### config.mk
export PLATFORM = sky130hd
export DESIGN_NAME = mem_access
export DESIGN_NICKNAME = d
export VERILOG_FILES = /design/src/rtl/mem_access_pkg.sv /design/src/rtl/mem_access_align.sv /design/src/rtl/mem_access.sv
export SDC_FILE = /design/constraint.sdc
export NUM_CORES = 1
export LEC_CHECK = 0
export ABC_AREA = 1
export CORE_MARGIN = 2
export CORE_UTILIZATION = 36
export DETAILED_ROUTE_END_ITERATION = 7
export PLACE_DENSITY = 0.8
export SLEW_MARGIN = 20
export SYNTH_ARGS = -nofsm -noshare
export SYNTH_HDL_FRONTEND = slang
export SYNTH_SLANG_ARGS = --single-unit
### constraint.sdc
create_clock -name clk -period 2 [get_ports clk]
set_clock_uncertainty 0.2 [all_clocks]
set_input_delay 0.2 -clock clk [delete_from_list [all_inputs] [get_ports clk]]
set_output_delay 0.2 -clock clk [all_outputs]
set_load 0.005 [all_outputs]
### src/rtl/mem_access_pkg.sv
// Shared types and encodings for the MEM-stage data-memory access unit.
// Holds the pipeline mem_type encodings, access sizes and FSM states.
package mem_pkg;

    localparam logic [1:0] MEM_NOOP = 2'b00;
    localparam logic [1:0] MEM_LOAD = 2'b01;
    localparam logic [1:0] MEM_STOR = 2'b10;

    typedef enum logic [1:0] {
        SZ_BYTE = 2'd0,
        SZ_HALF = 2'd1,
        SZ_WORD = 2'd2
    } mem_size_t;

    typedef enum logic [1:0] {
        IDLE = 2'd0,
        ADDR = 2'd1,
        DATA = 2'd2,
        DONE = 2'd3
    } mem_state_t;

endpackage

### src/rtl/mem_access_align.sv
// Combinational data alignment: store lane replication and load lane extract/extend.
// Size encoding 3 falls through to the word path.
module mem_align
    import mem_pkg::*;
(
    input  logic [1:0]  size_i,
    input  logic        signed_i,
    input  logic [1:0]  addr_lo_i,
    input  logic [31:0] wdata_i,
    input  logic [31:0] rdata_raw_i,
    output logic [31:0] wdata_o,
    output logic [31:0] rdata_o
);

    logic [7:0]  byte_v;
    logic [15:0] half_v;

    always_comb begin
        byte_v = rdata_raw_i[7:0];
        case (addr_lo_i)
            2'd1:    byte_v = rdata_raw_i[15:8];
            2'd2:    byte_v = rdata_raw_i[23:16];
            2'd3:    byte_v = rdata_raw_i[31:24];
            default: byte_v = rdata_raw_i[7:0];
        endcase
        half_v = addr_lo_i[1] ? rdata_raw_i[31:16] : rdata_raw_i[15:0];
    end

    always_comb begin
        wdata_o = wdata_i;
        rdata_o = rdata_raw_i;
        case (mem_size_t'(size_i))
            SZ_BYTE: begin
                wdata_o = {4{wdata_i[7:0]}};
                rdata_o = {{24{signed_i & byte_v[7]}}, byte_v};
            end
            SZ_HALF: begin
                wdata_o = {2{wdata_i[15:0]}};
                rdata_o = {{16{signed_i & half_v[15]}}, half_v};
            end
            default: begin
                wdata_o = wdata_i;
                rdata_o = rdata_raw_i;
            end
        endcase
    end

endmodule

### src/rtl/mem_access.sv
// MEM-stage access unit: drives one req/addr_ok/data_ok transaction per load/store
// and holds the pipeline with mem_stall until the DONE cycle.
module mem_access
    import mem_pkg::*;
#(
    parameter int ADDR_W = 32
) (
    input  logic              clk,
    input  logic              rst,
    input  logic [1:0]        mem_type,
    input  logic [1:0]        mem_size,
    input  logic              mem_signed,
    input  logic [ADDR_W-1:0] mem_addr,
    input  logic [31:0]       mem_wdata,
    output logic [31:0]       mem_rdata,
    output logic              mem_stall,
    output logic              addr_error,
    output logic              data_req,
    output logic              data_wr,
    output logic [1:0]        data_size,
    output logic [ADDR_W-1:0] data_addr,
    output logic [31:0]       data_wdata,
    input  logic              data_addr_ok,
    input  logic              data_data_ok,
    input  logic [31:0]       data_rdata,
    output mem_state_t        dbg_state_o
);

    mem_state_t  state_q, state_d;
    logic [31:0] rdata_q, rdata_d;
    logic [31:0] load_data;
    logic        is_load, is_stor, is_mem, access;

    assign is_load = (mem_type == MEM_LOAD);
    assign is_stor = (mem_type == MEM_STOR);
    assign is_mem  = is_load | is_stor;

    // Misalignment only means something for a real access; size 3 is checked as a word.
    assign addr_error = is_mem &&
                        (((mem_size == SZ_HALF) && mem_addr[0]) ||
                         ((mem_size != SZ_BYTE) && (mem_size != SZ_HALF) && (mem_addr[1:0] != 2'b00)));
    assign access = is_mem && !addr_error;

    mem_align u_align (
        .size_i      (mem_size),
        .signed_i    (mem_signed),
        .addr_lo_i   (mem_addr[1:0]),
        .wdata_i     (mem_wdata),
        .rdata_raw_i (data_rdata),
        .wdata_o     (data_wdata),
        .rdata_o     (load_data)
    );

    // Handshake: a request is accepted on any edge where data_req && data_addr_ok;
    // data_ok closes the access and may coincide with the accepting edge.
    always_comb begin
        state_d   = state_q;
        data_req  = 1'b0;
        mem_stall = 1'b0;
        case (state_q)
            IDLE: begin
                if (access) begin
                    data_req  = 1'b1;
                    mem_stall = 1'b1;
                    if (data_addr_ok) state_d = data_data_ok ? DONE : DATA;
                    else              state_d = ADDR;
                end
            end
            ADDR: begin
                data_req  = 1'b1;
                mem_stall = 1'b1;
                if (data_addr_ok) state_d = data_data_ok ? DONE : DATA;
            end
            DATA: begin
                mem_stall = 1'b1;
                if (data_data_ok) state_d = DONE;
            end
            DONE:    state_d = IDLE;
            default: state_d = IDLE;
        endcase
    end

    // Capture on the completing edge only; stores leave zero in the result register.
    always_comb begin
        rdata_d = rdata_q;
        if ((state_d == DONE) && (state_q != DONE)) begin
            rdata_d = is_load ? load_data : 32'd0;
        end
    end

    always_ff @(posedge clk) begin
        if (rst) begin
            state_q <= IDLE;
            rdata_q <= 32'd0;
        end else begin
            state_q <= state_d;
            rdata_q <= rdata_d;
        end
    end

    assign mem_rdata   = rdata_q;
    assign data_wr     = is_stor;
    assign data_size   = mem_size;
    assign data_addr   = mem_addr;
    assign dbg_state_o = state_q;

endmodule

==> metrics.txt <==
met1 Use GR=27.48%; YS warnings=0; clock power share=17.7%; Sw Pwr=0.9394 mW; unrepaired setup endpoints after global routing=yes; Final Net Count=785; Sw Ratio=34.68%; xor/xnor share of the synthesized area=0%; mux cell area share after synthesis=0%; Worst Hold Class=in -> out; # rows=33; gpl congestion=0.8476; reg2reg path depth=14; syn_area_per_cell=5.603 µm²; Post-Synth Adder-Cell Area=3.272%; IO Port Bufs=148; clock insertion delay at the later pin of the skew report=280 ps; Crit Reg-Reg Startpoint=dbg_state_o[1]$_SDFF_PP0_; Clock Path Buffers=2; Slew HR=78.15%; routed len/inst=13.36 µm; combinational power share=50.9%; largest net degree at the start of global routing=37; min Tclk post-route=1908 ps; Cells after Synth=546; Post-Syn Nets=659; hold path start=mem_addr[18]; Final Cycle Share=95.38%; Slew Limit Fails=0; DRT antenna net count=0; CTS Hold Buffers Added=0; Seq pwr share=31.3%; post-synthesis cell type count=28; vias per cell=4.785; DIE AREA=9252 µm²; final number of hold-violating endpoints=0; slew of the pin with the lowest slew margin=327.8 ps; reg-to-reg critical path endpoint=mem_rdata[9]$_SDFFE_PP0P_; area added between synthesis and finish=53.86%; FF+latch count, synth=34; Cell Count, Final, Fillers Out=777; vias in the first global route=3610; Setup Crit Path Kind=reg -> reg; CTS tree=yes; Leakage Power=2.264 nW; GRT overflow=0; drt pass-1 iters=4; initial antenna violation count=0; CP max FO=13; reg2reg setup slack=90 ps; Core Box Area=8217 µm²; status=completed; Mapped Area=3059 µm²; Hold Crit Depth=0; total number of vias=3718; placed insts=765; htree depth=2; IO Pins=209; Internal Pwr Total=1.769 mW; Synth Area in Compound Gates=9.202%; clock sink count=34; Hold Path Sink=data_addr[18]; aggregate global-route resource usage=22.44%; final setup fails=0; initial drt markers=251; critical path required time=1980 ps; max cap viols=0; EDFF count, synth=0; GRT busiest layer=met2; Finished Core Util=57.29%; Pwr Density=575.5 nW/µm²; crit end category=flip-flop; crit path DAT=1890 ps; Ant. Diodes=0; die height=96.19 µm; CTS Buf Count=5; estimated wirelength of the detail-placed design=7985 µm; Startpoint Class=flip-flop; number of remaining DRC errors=0; ys async rst share=0%; met2 global-route usage=37.79%; routed wire length=10380 µm; share of cells above drive strength 1=11.76%; clk slew on worst S/H paths=70 ps; Root Driver=clkbuf_8; Worst IR Drop VDD=308.5 µV; most used flip-flop cell after synthesis=dfxtp_1; width of the die=96.19 µm; Starting Density=37.23%; f_max=524.2 MHz; largest family of logic cells by synthesized area=simple AND/OR/NAND/NOR gates; first-pass GRT wire length=16480 µm; Post-Synth Simple-Gate Area=43.72%; GR Util met3=5.951%; Hold WS=200.0 ps; sequential area share after synthesis=22.25%
==> cell usage after synthesis (6+ instances only) <==
library cell,instances,area share (%)
clkbuf_1,6,0.74
buf_4,47,12
o22ai_1,6,1.2
dfxtp_1,34,22
nor2_1,95,12
inv_1,57,7.0
nand2_1,192,24
nand3_1,24,3.9
ha_1,8,3.3
a21oi_1,21,3.4
o21ai_0,19,3.1
buf_2,6,0.98
==> metrics by stage <==
| step | setup WS [ps] | power [mW] | setup TNS [ps] | cell area, µm² |
|---|---|---|---|---|
| after floorplan | 156.5 | 1.518 | 0 | 3059 |
| after global placement | -360.8 | 2.129 | -16210 | 4503 |
| after detailed placement | -373.7 | 2.158 | -17710 | 4503 |
| after CTS | 10.69 | 2.694 | 0 | 4683 |
| after global routing | -37.27 | 2.923 | -298.0 | 4707 |
| final | 92.40 | 2.709 | 0 | 4707 |
==> critical path, stage by stage, from the launching register on <==
cell	delay, ps
dfxtp_1	350
inv_2	50
ha_2	170
inv_1	120
nor2_1	60
nand2_1	50
nand2_1	60
nand2_2	70
inv_2	40
nor2_4	130
nor2_4	70
buf_12	130
buf_16	130
nor2_1	120
nor2_1	60
==> power by group through the flow <==
stage	clock network (mW)	registers, mW	logic [mW]
final	0.481	0.848	1.38
after global routing	0.525	0.860	1.54
after CTS	0.491	0.846	1.36
after detailed placement	0	0.861	1.30
after global placement	0	0.857	1.27
after floorplan	0	0.869	0.648
==> flip-flops by register name, indices dropped and copies added (netlist names) <==
signal,count
dbg_state_o,2
mem_rdata,32
==> cells by family after synthesis <==
logic type               Yosys count
buffers and inverters            124
AND/OR/NAND/NOR                  328
AO/OA/AOI/OAI                     52
adder cells (fa/ha/maj)            8
flip-flops                        34
==> cells in the final DEF (no fill, tap or decap), drive strengths merged <==
cell type	netlist	layout
a21oi	21	21
o22ai	6	6
nand3b	1	1
dfxtp	34	34
clkinvlp	0	2
clkbuf	6	7
buf	58	34
clkdlybuf4s50	0	139
dlygate4sd2	0	7
inv	60	59
or2	3	3
o21ai	19	19
nand3	28	28
ha	8	8
nand2	197	197
a31oi	1	1
a22oi	1	1
nor2	98	98
o211ai	4	4
clkinv	0	2
nand4	1	1
==> what timing repair did <==
action                     4_1_cts  5_1_grt
setup endpoints to repair       54       42
gates resized for setup         28       14
pin swaps                        1        4
gates cloned                     2        0
setup buffers                    2        1
==> layout make-up <==
class / count / area, µm²
Fill cell: 794 / 3510
Timing Repair Buffer: 182 / 1795
Multi-Input combinational cell: 388 / 1778
Sequential cell: 34 / 684.4
Inverter: 60 / 231.5
Tap cell: 105 / 131.4
Clock buffer: 5 / 68.82
Clock inverter: 2 / 10.01
Timing Repair inverter: 1 / 7.507
==> layer usage <==
metal / vias to the layer above / share of wire, %
li1: 1878 / -
met1: 1671 / 43
met2: 149 / 47
met3: 20 / 8.2
met4: 0 / 1.8
met5: - / 0
==> worst max-delay path by stage <==
stage,slack [ps],end,start
final,90,mem_rdata[9]$_SDFFE_PP0P_,dbg_state_o[1]$_SDFF_PP0_
after global routing,-40,mem_rdata[9]$_SDFFE_PP0P_,dbg_state_o[1]$_SDFF_PP0_
after CTS,10,data_wdata[15],mem_size[0]
after detailed placement,-370,mem_stall,mem_type[0]
after global placement,-360,data_wdata[31],mem_size[1]
after floorplan,160,mem_rdata[24]$_SDFFE_PP0P_,dbg_state_o[1]$_SDFF_PP0_
Note: power is estimated with default switching activity, not from simulation.
==> edit 1 (same flow settings) <==
`rdata_q` no longer has a reset.
--- a/src/rtl/mem_access.sv
+++ b/src/rtl/mem_access.sv
@@ -92,9 +92,11 @@
         if (rst) begin
             state_q <= IDLE;
-            rdata_q <= 32'd0;
         end else begin
             state_q <= state_d;
-            rdata_q <= rdata_d;
         end
+    end
+
+    always_ff @(posedge clk) begin
+        rdata_q <= rdata_d;
     end
 
Function: changed (Yosys sat finds a counterexample within 4 cycles, from zero or initial values and one cycle with rst high).
==> edit 1 against the original RTL <==
- design area shrank 2.9%
- utilization grew 2.5 points
- wire length is 6.0% higher
- maximum frequency fell by 1.8%
- area after synthesis down 7.8%
- die area fell by 7.5%
- sequential cell count unchanged
- power shrank 5.8%
- synthesized cell count decreased by 29%
- critical path type unchanged
- count of clock-buffer cells in the layout did not move
- setup slack lost 34 ps
==> edit 1: results <==
set metrics [dict create \
    cts_root_buf "clkbuf_8" \
    fin_nets 632 \
    crit_fanout 8 \
    synth_nets 498 \
    avgViaCountPerCell 4.94 \
    largest_reg_flops 32 \
    status "finished clean" \
    antennaDiodeCount 0 \
    port_buffers 148 \
    hold_buffers 0 \
    placed_area_um2 4310 \
    synth_common_cells "nand2_1, buf_4, nand3_1" \
    cts.path.max_buffers 2 \
    relSlewSlack 0.711 \
    crit_arrival_ps 1750 \
    antenna_found_initial 0 \
    grt_max_degree 33 \
    synth_top_flop_cell "edfxtp_1" \
    max_stage_delay_ps 380 \
    place_congestion 0.864 \
    fill_cells 705 \
    numCtsBuffers 5 \
    slowest_stage "dfxtp_4" \
    drt_iter0_drc 256 \
    yosysUniqueCellTypes 28 \
    grt_pass1_vias 3013 \
    htreeDepth 2 \
    synth-edff-count 32 \
    async_reset_ff_frac 0 \
    ir_worst_vdd_v 0.000276 \
    dp.final_hpwl_um 8570 \
    drive_above_1_share 0.159 \
    leakage_uw 0.00208 \
    r2r_slack_ps 60 \
    grtUsageTotal 0.249 \
    grt_pass1_wl_um 16300 \
    avgRoutedWirePerCell_um 17.7 \
    startpoint_type "flip-flop" \
    synthTopCellsByArea "edfxtp_1, nand2_1, buf_4, nand3_1, inv_1" \
    ys_seq_area_frac 0.355 \
    first_pass_iters 6 \
    setup.worst_path.end "mem_rdata[19]" \
    hold_class "in2out" \
]
-- edit 1: cell count changes after synthesis, sizes merged, moves of 5 or more --
cell / change
inv: -23
a22oi: +6
o21bai: +6
edfxtp: +32
o21ai: -5
o22ai: -5
dfxtp: -32
nand3: +8
nand2: -68
nor2: -80
-- edit 1: repair_timing --
item,4_1_cts,5_1_grt
pin swaps,4,6
setup buffers,3,4
cloned,0,3
endpoints found under the setup margin,27,33
resized for setup,21,5
-- edit 1: per-layer routing --
metal  vias to the layer above  track usage  share of wire
li1                       1474            -              -
met1                      1392        0.294           0.38
met2                       189        0.439           0.50
met3                        24       0.0797          0.099
met4                         0       0.0609          0.020
met5                         -            0              0
-- edit 1: logic make-up (layout without fill, tap and decap cells) --
logic type / count (synthesis) / count (layout) / synth area share
compound gates: 59 / 59 / 0.125
flops: 34 / 34 / 0.355
simple gates: 189 / 189 / 0.284
buf+inv: 97 / 232 / 0.205
fa+ha+maj: 7 / 7 / 0.0311
-- edit 1: final cells by class --
type | instances | area share
flip-flops and latches | 34 | 0.221
well taps | 102 | 0.0279
inverters | 37 | 0.0320
clock inverters | 3 | 0.0140
multi-input cells | 255 | 0.288
repair buffers | 187 | 0.403
clock buffers | 5 | 0.0151
-- edit 1: stage by stage --
step,std cells,power [µW],util,worst slack [ps]
after detailed placement,605,1760,0.564,-368
after CTS,616,2490,0.584,39.9
after floorplan,386,1300,-,3.17
after global placement,605,1750,0.564,-324
after global routing,623,2670,0.598,-65.0
final,623,2550,0.598,58.3
-- edit 1: worst min path at each step --
stage / from / depth (start not counted) / end / slack, ps
floorplan: rst / 1 / dbg_state_o[1] / 60
global placement: mem_addr[13] / 0 / data_addr[13] / 200
detailed placement: mem_addr[13] / 0 / data_addr[13] / 200
CTS: mem_addr[13] / 0 / data_addr[13] / 200
global route: mem_addr[10] / 0 / data_addr[10] / 200
finish: mem_addr[11] / 0 / data_addr[11] / 200
-- edit 1: where the power goes --
part | switching [µW] | internal, µW
Combinational | 412 | 523
Sequential | 29.4 | 845
Clock | 251 | 493
==> edit 2 (config.mk and constraints unchanged) <==
Without the edit above. `ADDR_W`: 32 -> 40.
--- a/src/rtl/mem_access.sv
+++ b/src/rtl/mem_access.sv
@@ -4,5 +4,5 @@
     import mem_pkg::*;
 #(
-    parameter int ADDR_W = 32
+    parameter int ADDR_W = 40
 ) (
     input  logic              clk,
Ports: changed (resized data_addr and mem_addr); port bits go from 209 to 225. The function was not compared with the original's and may differ.
==> edit 2 against the original RTL <==
- via count rose by 3.6%
- power increased by 9.8%
- highest routed layer unchanged
- area after synthesis grew 2.0%
- critical path depth decreased by 7
- design area up 6.8%
- non-clock buffer count increased by 20
- wire length grew 9.1%
- critical path type is now in2out
- sequential cell count unchanged
- final cell count rose by 2.7%
- setup slack about the same
- worst hold slack is the same
==> edit 2: results <==
set metrics [dict create \
    status "finished clean" \
    hold_class "in2out" \
    netlist_area_um2 3120 \
    placed_area_um2 4540 \
    grt_use_met3 0.0561 \
    async_reset_ff_frac 0 \
    place_congestion 0.891 \
    ys_seq_area_frac 0.218 \
    numCtsBuffers 5 \
    fin_nets 813 \
    grt_util_met1 0.286 \
    crit_arrival_ps 1510 \
    cts_root_buf "clkbuf_8" \
    grt_max_degree 33 \
    clk_latency_ps 290 \
    wl_um 11300 \
    relSlewSlack 0.768 \
    use_met2 0.394 \
    yosysUniqueCellTypes 28 \
    drive_above_1_share 0.165 \
    synth-edff-count 0 \
    leakage_uw 0.00242 \
    ir_worst_vdd_v 0.000326 \
    grtUsageTotal 0.232 \
    synthTopCellsByArea "nand2_1, dfxtp_1, buf_4, nor2_1, inv_1" \
    htreeDepth 2 \
    largest_reg_flops 32 \
    port_buffers 148 \
    pre_cts_ws_ps -403 \
    synth_common_cells "nand2_1, nor2_1, inv_1" \
    grt_pass1_vias 3774 \
    grt_pass1_wl_um 18300 \
    vias 3853 \
    antenna_found_initial 0 \
    yosysWarnings 0 \
    synth_top_flop_cell "dfxtp_1" \
    first_pass_iters 5 \
    dp.final_hpwl_um 8200 \
    drt_iter0_drc 227 \
    crit_fanout 7 \
    cts.path.max_buffers 2 \
    synth_nets 675 \
    antennaDiodeCount 0 \
]
==> edit 2: changes by cell type after synthesis, sizes merged <==
| cell | delta |
|---|---|
| buf | +8 |
==> edit 2: final timing paths <==
path         depth (start not counted)            from        endpoint  slack [ps]
min                                  0    mem_addr[25]   data_addr[25]         200
min reg2reg                          2   mem_rdata[12]   mem_rdata[12]         290
max                                  7     mem_size[0]  data_wdata[28]          90
max reg2reg                         13  dbg_state_o[1]   mem_rdata[17]         100
==> edit 2: what timing repair did <==
item                                    4_1_cts  5_1_grt
setup buffers                                17        1
cloned                                        5        0
endpoints found under the setup margin       49       36
pin swaps                                     6        6
gates resized for setup                      55       19
==> edit 2: logic make-up after synthesis <==
group                      Yosys count  share of synthesized area
adders and majority gates            8                     0.0321
and+or+nand+nor                    328                      0.429
buffers and inverters              132                      0.231
DFF                                 34                      0.218
AOI/OAI and AO/OA                   52                     0.0903
==> edit 2: final cells by class <==
type	count	area [µm²]
Clock inverter	2	12.5
Fill cell	774	3270
Clock buffer	6	82.6
Timing Repair inverter	1	7.51
Timing Repair Buffer	202	2040
Multi-Input combinational cell	388	1830
Tap cell	105	131
Inverter	60	236
Sequential cell	34	688
==> edit 2: where the power goes <==
group	internal (µW)	switching, µW	total, µW
clock	277	267	544
combinational	882	693	1570
sequential	788	68.0	856
total	1950	1030	2970
==> edit 2: metrics by stage <==
step            util  cells  setup TNS [ps]
5_1_grt        0.605    798           -12.9
4_1_cts        0.600    797               0
3_5_place_dp   0.547    767          -16580
6_report       0.605    798               0
2_1_floorplan      -    554               0
3_3_place_gp   0.547    767          -14370
==> edit 2: routing by layer <==
layer | up-vias | part of all wire
met1 | 1708 | 0.41
met3 | 42 | 0.085
met2 | 186 | 0.47
met5 | - | 0
met4 | 0 | 0.026
li1 | 1917 | -
==> edit 2: critical path, stage by stage <==
cell and delay [ps]:
dlygate4sd2_1 260, inv_2 100, nand2_4 80, clkinvlp_4 130
nand2_1 100, o211ai_1 100, clkdlybuf4s50_1 530
